File: src/rtl/imem_loader.sv
// Instruction-memory loader: assembles big-endian 32-bit words from a byte stream and writes them
// to word addresses 0..len-1. Optional trailing XOR checksum byte: IMEM_LOADER_CHECKSUM_EN.
module imem_loader #(
   parameter int unsigned DEPTH = 16,
   parameter int unsigned LEN_W = $clog2(DEPTH + 1)
) (
   input  logic             clk,
   input  logic             rst_n,
   input  logic             i_start,
   input  logic [LEN_W-1:0] i_len,
   input  logic             i_in_valid,
   input  logic [7:0]       i_in_byte,
   output logic             o_in_ready,
   output logic             o_wr_en,
   output logic [31:0]      o_wr_addr,
   output logic [31:0]      o_wr_data,
   output logic             o_busy,
   output logic             o_cpu_hold,
   output logic             o_done,
   output logic             o_err
);

   typedef enum logic [2:0] {StIdle, StRecv, StWrite, StChk, StDone} state_t;

   state_t           r_state;
   state_t           w_state_nxt;
   logic [LEN_W-1:0] r_words;
   logic [31:0]      r_addr;
   logic [31:0]      r_data;
   logic [1:0]       r_bcnt;
   logic             r_err;
   logic             w_len_ok;
   logic             w_accept;
   logic             w_last_word;
`ifdef IMEM_LOADER_CHECKSUM_EN
   logic [7:0]       r_xor;
`endif

   assign w_len_ok    = (i_len != '0) && (i_len <= LEN_W'(DEPTH));
   assign w_accept    = i_in_valid && o_in_ready;
   assign w_last_word = (r_words == LEN_W'(1));

   always_ff @(posedge clk or negedge rst_n) begin
      if (!rst_n) begin
         r_state <= StIdle;
      end else begin
         r_state <= w_state_nxt;
      end
   end

   always_comb begin
      w_state_nxt = r_state;
      o_in_ready  = 1'b0;
      o_wr_en     = 1'b0;
      o_done      = 1'b0;
      o_busy      = (r_state != StIdle);
      case (r_state)
         StIdle: begin
            if (i_start && w_len_ok) w_state_nxt = StRecv;
         end
         StRecv: begin
            o_in_ready = 1'b1;
            if (w_accept && (r_bcnt == 2'd3)) w_state_nxt = StWrite;
         end
         StWrite: begin
            o_wr_en = 1'b1;
            if (w_last_word) begin
`ifdef IMEM_LOADER_CHECKSUM_EN
               w_state_nxt = StChk;
`else
               w_state_nxt = StDone;
`endif
            end else begin
               w_state_nxt = StRecv;
            end
         end
`ifdef IMEM_LOADER_CHECKSUM_EN
         StChk: begin
            o_in_ready = 1'b1;
            if (w_accept) w_state_nxt = (i_in_byte == r_xor) ? StDone : StIdle;
         end
`endif
         StDone: begin
            o_done      = 1'b1;
            w_state_nxt = StIdle;
         end
         default: w_state_nxt = StIdle;
      endcase
   end

   always_ff @(posedge clk or negedge rst_n) begin
      if (!rst_n) begin
         r_words <= '0;
         r_addr  <= '0;
         r_data  <= '0;
         r_bcnt  <= '0;
         r_err   <= 1'b0;
`ifdef IMEM_LOADER_CHECKSUM_EN
         r_xor   <= '0;
`endif
      end else begin
         case (r_state)
            StIdle: begin
               if (i_start) begin
                  if (!w_len_ok) begin
                     r_err <= 1'b1;
                  end else begin
                     r_err   <= 1'b0;
                     r_words <= i_len;
                     r_addr  <= '0;
                     r_bcnt  <= '0;
`ifdef IMEM_LOADER_CHECKSUM_EN
                     r_xor   <= '0;
`endif
                  end
               end
            end
            StRecv: begin
               if (w_accept) begin
                  // First byte of the stream is the most significant byte of the word.
                  case (r_bcnt)
                     2'd0:    r_data[31:24] <= i_in_byte;
                     2'd1:    r_data[23:16] <= i_in_byte;
                     2'd2:    r_data[15:8]  <= i_in_byte;
                     default: r_data[7:0]   <= i_in_byte;
                  endcase
                  r_bcnt <= r_bcnt + 2'd1;
`ifdef IMEM_LOADER_CHECKSUM_EN
                  r_xor  <= r_xor ^ i_in_byte;
`endif
               end
            end
            StWrite: begin
               r_addr  <= r_addr + 32'd1;
               r_words <= r_words - LEN_W'(1);
               r_bcnt  <= '0;
            end
`ifdef IMEM_LOADER_CHECKSUM_EN
            StChk: begin
               if (w_accept && (i_in_byte != r_xor)) r_err <= 1'b1;
            end
`endif
            default: ;
         endcase
      end
   end

   assign o_wr_addr  = r_addr;
   assign o_wr_data  = r_data;
   assign o_cpu_hold = o_busy;
   assign o_err      = r_err;

endmodule
File: config.mk
export PLATFORM = sky130hd
export DESIGN_NAME = imem_loader
export DESIGN_NICKNAME = d
export VERILOG_FILES = /design/src/rtl/imem_loader.sv
export SDC_FILE = /design/constraint.sdc
export NUM_CORES = 1
export LEC_CHECK = 0
export ABC_AREA = 1
export BUFFER_PORTS_ARGS = -buffer_cell sky130_fd_sc_hd__buf_4
export CAP_MARGIN = 20
export CORE_UTILIZATION = 45
export DETAILED_ROUTE_END_ITERATION = 7
export PLACE_DENSITY_LB_ADDON = 0.08
export SYNTH_ARGS = -nofsm -noshare
export SYNTH_HDL_FRONTEND = slang
export SYNTH_SLANG_ARGS = --single-unit
export TNS_END_PERCENT = 20
File: constraint.sdc
create_clock -name clk -period 1.6 [get_ports clk]
set_clock_uncertainty 0.05 [all_clocks]
set_input_delay 0.08 -clock clk [delete_from_list [all_inputs] [get_ports clk]]
set_output_delay 0.08 -clock clk [all_outputs]
set_load 0.03 [all_outputs]
==> results of run 1 <==
## final cells by class
class | instances | area (sq um)
clock buffer | 9 | 123.9
multi-input combinational | 401 | 2123
fill | 837 | 3600
clock inverter | 7 | 116.4
timing repair buffer | 124 | 1022
inverter | 53 | 206.4
sequential | 75 | 1887
tap | 129 | 161.4
## worst max-delay path: stages, from the launching register on
cell and delay (ps):
dfrtp_1 430, inv_2 70, buf_4 150, nor3_1 200
buf_4 210
## placed cells by master, fill, tap and decap left out, types with 2 or more instances in the layout
master         netlist  routed
a21oi_1              5       5
buf_12               0       3
buf_4                4     106
bufinv_16            0       3
clkbuf_8             0       9
clkinv_2             0       2
dfrtp_1             75      67
dfrtp_2              0       8
dlygate4sd3_1        0      13
ha_1                 7       6
inv_1               50      49
inv_2                3       3
nand2_1            170     168
nand2_2              7       7
nand2_4              5       7
nand3_1             80      80
nand3_2              2       2
nand3b_1             4       4
nand4_1              9       9
nor2_1              44      42
nor2_2               5       5
nor2_4               5       7
nor2_8               2       2
nor3_4               2       2
o21ai_0              2       2
o21ai_1             14      14
o21ai_2             19      19
o21bai_1             5       5
or2_0                2       2
or2_2                7       7
## flip-flops by register name, indices dropped and copies added (netlist names)
signal,count
o_err,1
o_wr_addr,32
o_wr_data,32
r_bcnt,2
r_state,3
r_words,5
## metal layers
metal / routed length (um) / vias up / part of all wire (%) / track usage, %
met5: 0 / - / 0 / 0
met4: 84 / 0 / 0.76 / 7.240
met3: 692 / 8 / 6.3 / 4.498
met2: 5300 / 115 / 48 / 38.83
met1: 4967 / 1813 / 45 / 30.60
li1: - / 1990 / - / -
## logic make-up after synthesis
family          synth area share [%]
simple gates                   38.85
fa+ha+maj                      2.038
flops                          43.68
compound gates                 7.542
buf+inv                        7.892
## stage by stage
stage,cell area [sq um],power (mW)
6_report,5640,7.368
5_1_grt,5640,7.765
4_1_cts,5544,7.402
3_5_place_dp,5149,5.587
3_3_place_gp,5149,5.523
2_1_floorplan,4299,4.575
## power breakdown
part / total (mW) / switching [mW] / internal (mW)
sequential: 2.70 / 0.329 / 2.37
clock: 1.77 / 0.736 / 1.03
combinational: 2.90 / 1.80 / 1.10
## worst min-delay path by stage
stage | start | endpoint | cells past startpoint
2_1_floorplan | rst_n | o_err | 0
3_3_place_gp | rst_n | o_wr_addr[9] | 1
3_5_place_dp | rst_n | o_wr_addr[9] | 1
4_1_cts | i_in_byte[0] | o_wr_data[8] | 3
5_1_grt | i_in_byte[0] | o_wr_data[8] | 3
6_report | i_in_byte[0] | o_wr_data[0] | 3
## repair_timing
action / in CTS / in global routing
buffers inserted: 1 / 2
pin swaps: 0 / 4
setup endpoints to repair: 1 / 23
gates cloned: 0 / 1
resized for setup: 6 / 18
endpoints found under the hold margin: 99 / 0
hold buffers: 13 / 0
==> impl_metrics.json, run 1 <==
{
  "status": "finished clean",
  "clk_pin_slew_ps": 80,
  "htreeDepth": 3,
  "pwr_density_cell_mw_per_mm2": 1306,
  "r2r-start": "o_wr_addr[0]",
  "num_rows": 35,
  "max_freq_ghz": 0.6502,
  "clock_latency_ps": 350,
  "vias": 3926,
  "syn_area_sq_mm": 0.004297,
  "end_kind": "output port",
  "grt_max_degree": 40,
  "diodes": 0,
  "antenna_found_initial": 0,
  "grt_pass1_vias": 3761,
  "dp_slack_ps": 49.18,
  "hold_ws_ps": 18.82,
  "arrival_ps": 1410,
  "areaGrowthSynthToFinish_pct": 31.28,
  "drt-wirelength-per-cell_um": 13.84,
  "cts_buffers": 9,
  "chipHeight_um": 99.72,
  "hold_class": "primary input to flip-flop",
  "core_sq_mm": 0.009240,
  "ir_drop_mv": 1.014,
  "yosysMostFrequentCell": "nand2_1",
  "fin_crit_ps": 1538,
  "ys_top_cells_by_count": "170 x nand2_1, 80 x nand3_1, 75 x dfrtp_1, 50 x inv_1, 44 x nor2_1",
  "path_class": "flip-flop to output port",
  "syn_area_per_cell_sq_um": 7.884,
  "dp_cells": 765,
  "synth_top_area_share_pct": 43.68,
  "dieArea_sq_mm": 0.009943,
  "drive_gt1_share_pct": 29.90,
  "cp-endpoint": "o_done",
  "ioPinCount": 87,
  "rsz0062_at_grt": "yes",
  "drtIter0Drc": 189,
  "rr_worst_depth": 8,
  "maxSlewViolCount": 0,
  "post-route-drc-count": 0,
  "cts-root-buf": "clkbuf_8",
  "stdcell_count": 798,
  "leakage_nw": 2.912,
  "crit_start": "r_state[2]",
  "setup-violations-final": 0,
  "start_util_pct": 46.50,
  "async_reset_ff_share_pct": 100.0,
  "worstSetupStartpointType": "flip-flop",
  "ys_seq_elements": 75,
  "path_max_fanout": 3,
  "routed_wl_um": 11050,
  "synth_nets": 569,
  "period_share_pct": 96.13,
  "die_w_um": 99.72,
  "setup_tns_ps": 0,
  "required_ps": 1470,
  "fin_nets": 688,
  "cts.sinks": 75,
  "yosysTopAreaCell": "dfrtp_1",
  "slew_headroom_pct": 77.85,
  "seq_area_frac_synth_pct": 43.68,
  "grt_pass1_wl_um": 18210,
  "rr_endpoint": "o_wr_addr[18]",
  "clock_path_buffers": 2,
  "hold_viol": 0,
  "synth.distinct_cells": 31,
  "cts_tree": "built",
  "port_buffers": 86,
  "drt_first_pass_iters": 5,
  "viasPerCell": 4.920,
  "syn_inst": 545,
  "fin_util_pct": 61.04,
  "grt_usage_pct": 23.29,
  "tightestPinTransition_ps": 332.2,
  "synth-edff-count": 0,
  "gp_congestion": 0.8554,
  "setup_slack_ps": 61.99,
  "synthTopCellsByArea": "dfrtp_1 44%, nand2_1 15%, nand3_1 9.3%, inv_1 4.4%, o21ai_2 3.9%",
  "synth_ff_type": "dfrtp_1",
  "dp_hpwl_um": 7952,
  "ant_nets": 0,
  "yosysWarnings": 0,
  "overflow": 0,
  "maxCapViolations": 0,
  "r2r_setup_slack_ps": 100
}
No activity file was read; power rests on OpenSTA's default activity.
==> run 2, diff against run 1 <==
--- a/config.mk
+++ b/config.mk
@@ -8,6 +8,7 @@
 export ABC_AREA = 1
 export BUFFER_PORTS_ARGS = -buffer_cell sky130_fd_sc_hd__buf_4
 export CAP_MARGIN = 20
+export CORE_ASPECT_RATIO = 1.25
 export CORE_UTILIZATION = 45
 export DETAILED_ROUTE_END_ITERATION = 7
 export PLACE_DENSITY_LB_ADDON = 0.08
==> run 2 against run 1 <==
Against the previous run: critical path depth did not move; non-clock buffer count decreased by 11; fmax shrank 0.15%; worst setup slack got worse by 2.3 ps; sequential power about the same.
==> impl_metrics.json, run 2 (synthesized netlist as in run 1, its figures left out) <==
{
  "viasPerCell": 5.110,
  "leakage_nw": 2.912,
  "mostFrequentLayoutCells": "169 x nand2_1, 103 x buf_4, 80 x nand3_1",
  "tightestPinTransition_ps": 461.9,
  "hold_viol": 0,
  "dieArea_sq_mm": 0.009946,
  "cts.sinks": 75,
  "final_common_cell": "nand2_1",
  "slew_headroom_pct": 69.21,
  "areaGrowthSynthToFinish_pct": 31.60,
  "post-route-drc-count": 0,
  "diodes": 0,
  "grt_pass1_vias": 3786,
  "vias": 3991,
  "critPathMaxStageDelay_ps": 450,
  "chipHeight_um": 111.3,
  "status": "finished clean",
  "gp_congestion": 0.9185,
  "overflow": 0,
  "r2r-start": "o_wr_addr[0]",
  "rr_worst_depth": 8,
  "core_sq_mm": 0.009223,
  "hold_ws_ps": 10.41,
  "ioPinCount": 87,
  "grt_max_degree": 40,
  "port_buffers": 86,
  "routed_wl_um": 11150,
  "setup-violations-final": 0,
  "required_ps": 1470,
  "ir_drop_mv": 1.105,
  "crit_chain": "nor3_4 > buf_4 > inv_1 > buf_4",
  "setup_tns_ps": 0,
  "drt-wirelength-per-cell_um": 14.28,
  "ant_nets": 0,
  "fill_cells": 819,
  "cts-root-buf": "clkbuf_16",
  "fin_crit_ps": 1540,
  "grt_pass1_wl_um": 17600,
  "pwr_density_cell_mw_per_mm2": 1417,
  "htreeDepth": 3,
  "cp_slowest_cell": "dfrtp_2",
  "maxCapViolations": 0,
  "timing.critical_path.mode_cell": "buf_4",
  "max_freq_ghz": 0.6492,
  "cts_tree": "built",
  "clk_pin_slew_ps": 60,
  "crit_start": "r_state[1]",
  "maxSlewViolCount": 0,
  "fin_nets": 677,
  "path_class": "flip-flop to output port",
  "drt_first_pass_iters": 5,
  "grt_usage_pct": 23.08,
  "cts_buffers": 9,
  "clock_latency_ps": 330,
  "holdPathEnd": "o_wr_data[22]",
  "rsz0062_at_grt": "yes",
  "antenna_found_initial": 0,
  "drive_gt1_share_pct": 29.94,
  "min-delay-start": "i_in_byte[6]",
  "hold_depth": 3,
  "end_kind": "output port",
  "drtIter0Drc": 238,
  "start_util_pct": 46.59,
  "hold_class": "primary input to flip-flop",
  "num_rows": 39,
  "r2r_setup_slack_ps": 100,
  "clock_path_buffers": 2,
  "dp_hpwl_um": 7963,
  "worstSetupStartpointType": "flip-flop",
  "rr_endpoint": "o_wr_addr[18]",
  "die_w_um": 89.40,
  "arrival_ps": 1410,
  "period_share_pct": 96.27,
  "path_max_fanout": 5
}
[run 2: power breakdown]
part | internal [mW] | switching, mW | leakage, nW
sequential | 2.37 | 0.336 | 0.984
clock | 1.57 | 0.809 | 0.173
combinational | 1.11 | 1.82 | 1.76
[run 2: layout make-up]
type                       count  area [sq um]  area share (%)
multi-input combinational    401          2116           37.42
sequential                    75          1886           33.35
timing repair buffer         113         943.4           16.69
clock buffer                  10         239.0           4.227
inverter                      53         203.9           3.607
tap                          123         153.9           2.722
clock inverter                 6         112.6           1.992
[run 2: critical path, delay by kind of cell (launching register included)]
| family | cells | cell delay (ps) |
|---|---|---|
| buffers and inverters | 3 | 390 |
| and+or+nand+nor | 1 | 230 |
| DFF | 1 | 450 |
[run 2: worst max-delay path by stage]
stage / to / slack, ps
after floorplan: o_wr_addr[12] / 40
after global placement: o_wr_addr[12] / 70
after detailed placement: o_wr_addr[12] / 60
after CTS: o_wr_en / 20
after global routing: o_wr_addr[18] / -20
final: o_busy / 60
[run 2: stage by stage]
step | cell area, sq um | util (%) | power (mW) | setup WS (ps) | instances
after floorplan | 4299 | - | 4.575 | 37.53 | 545
after global placement | 5146 | 55.80 | 5.523 | 71.66 | 758
after detailed placement | 5146 | 55.80 | 5.585 | 55.31 | 758
after CTS | 5558 | 60.26 | 8.009 | 24.17 | 779
after global routing | 5654 | 61.31 | 8.400 | -16.54 | 781
final | 5654 | 61.31 | 8.014 | 59.69 | 781
[run 2: timing repair]
action	in CTS	in global routing
gates resized for setup	5	14
hold endpoints to repair	32	0
pin swaps	0	3
endpoints found under the setup margin	1	16
buffers inserted	1	0
cloned	0	2
hold buffers	4	0
[run 2: routing by layer]
layer  global-route usage (%)  share of wire [%]  vias to the layer above
met1                    28.68                 43                     1890
met5                        0                  0                        -
li1                         -                  -                     1969
met4                    8.254                1.8                        0
met3                    5.733                4.8                       17
met2                    38.22                 51                      115
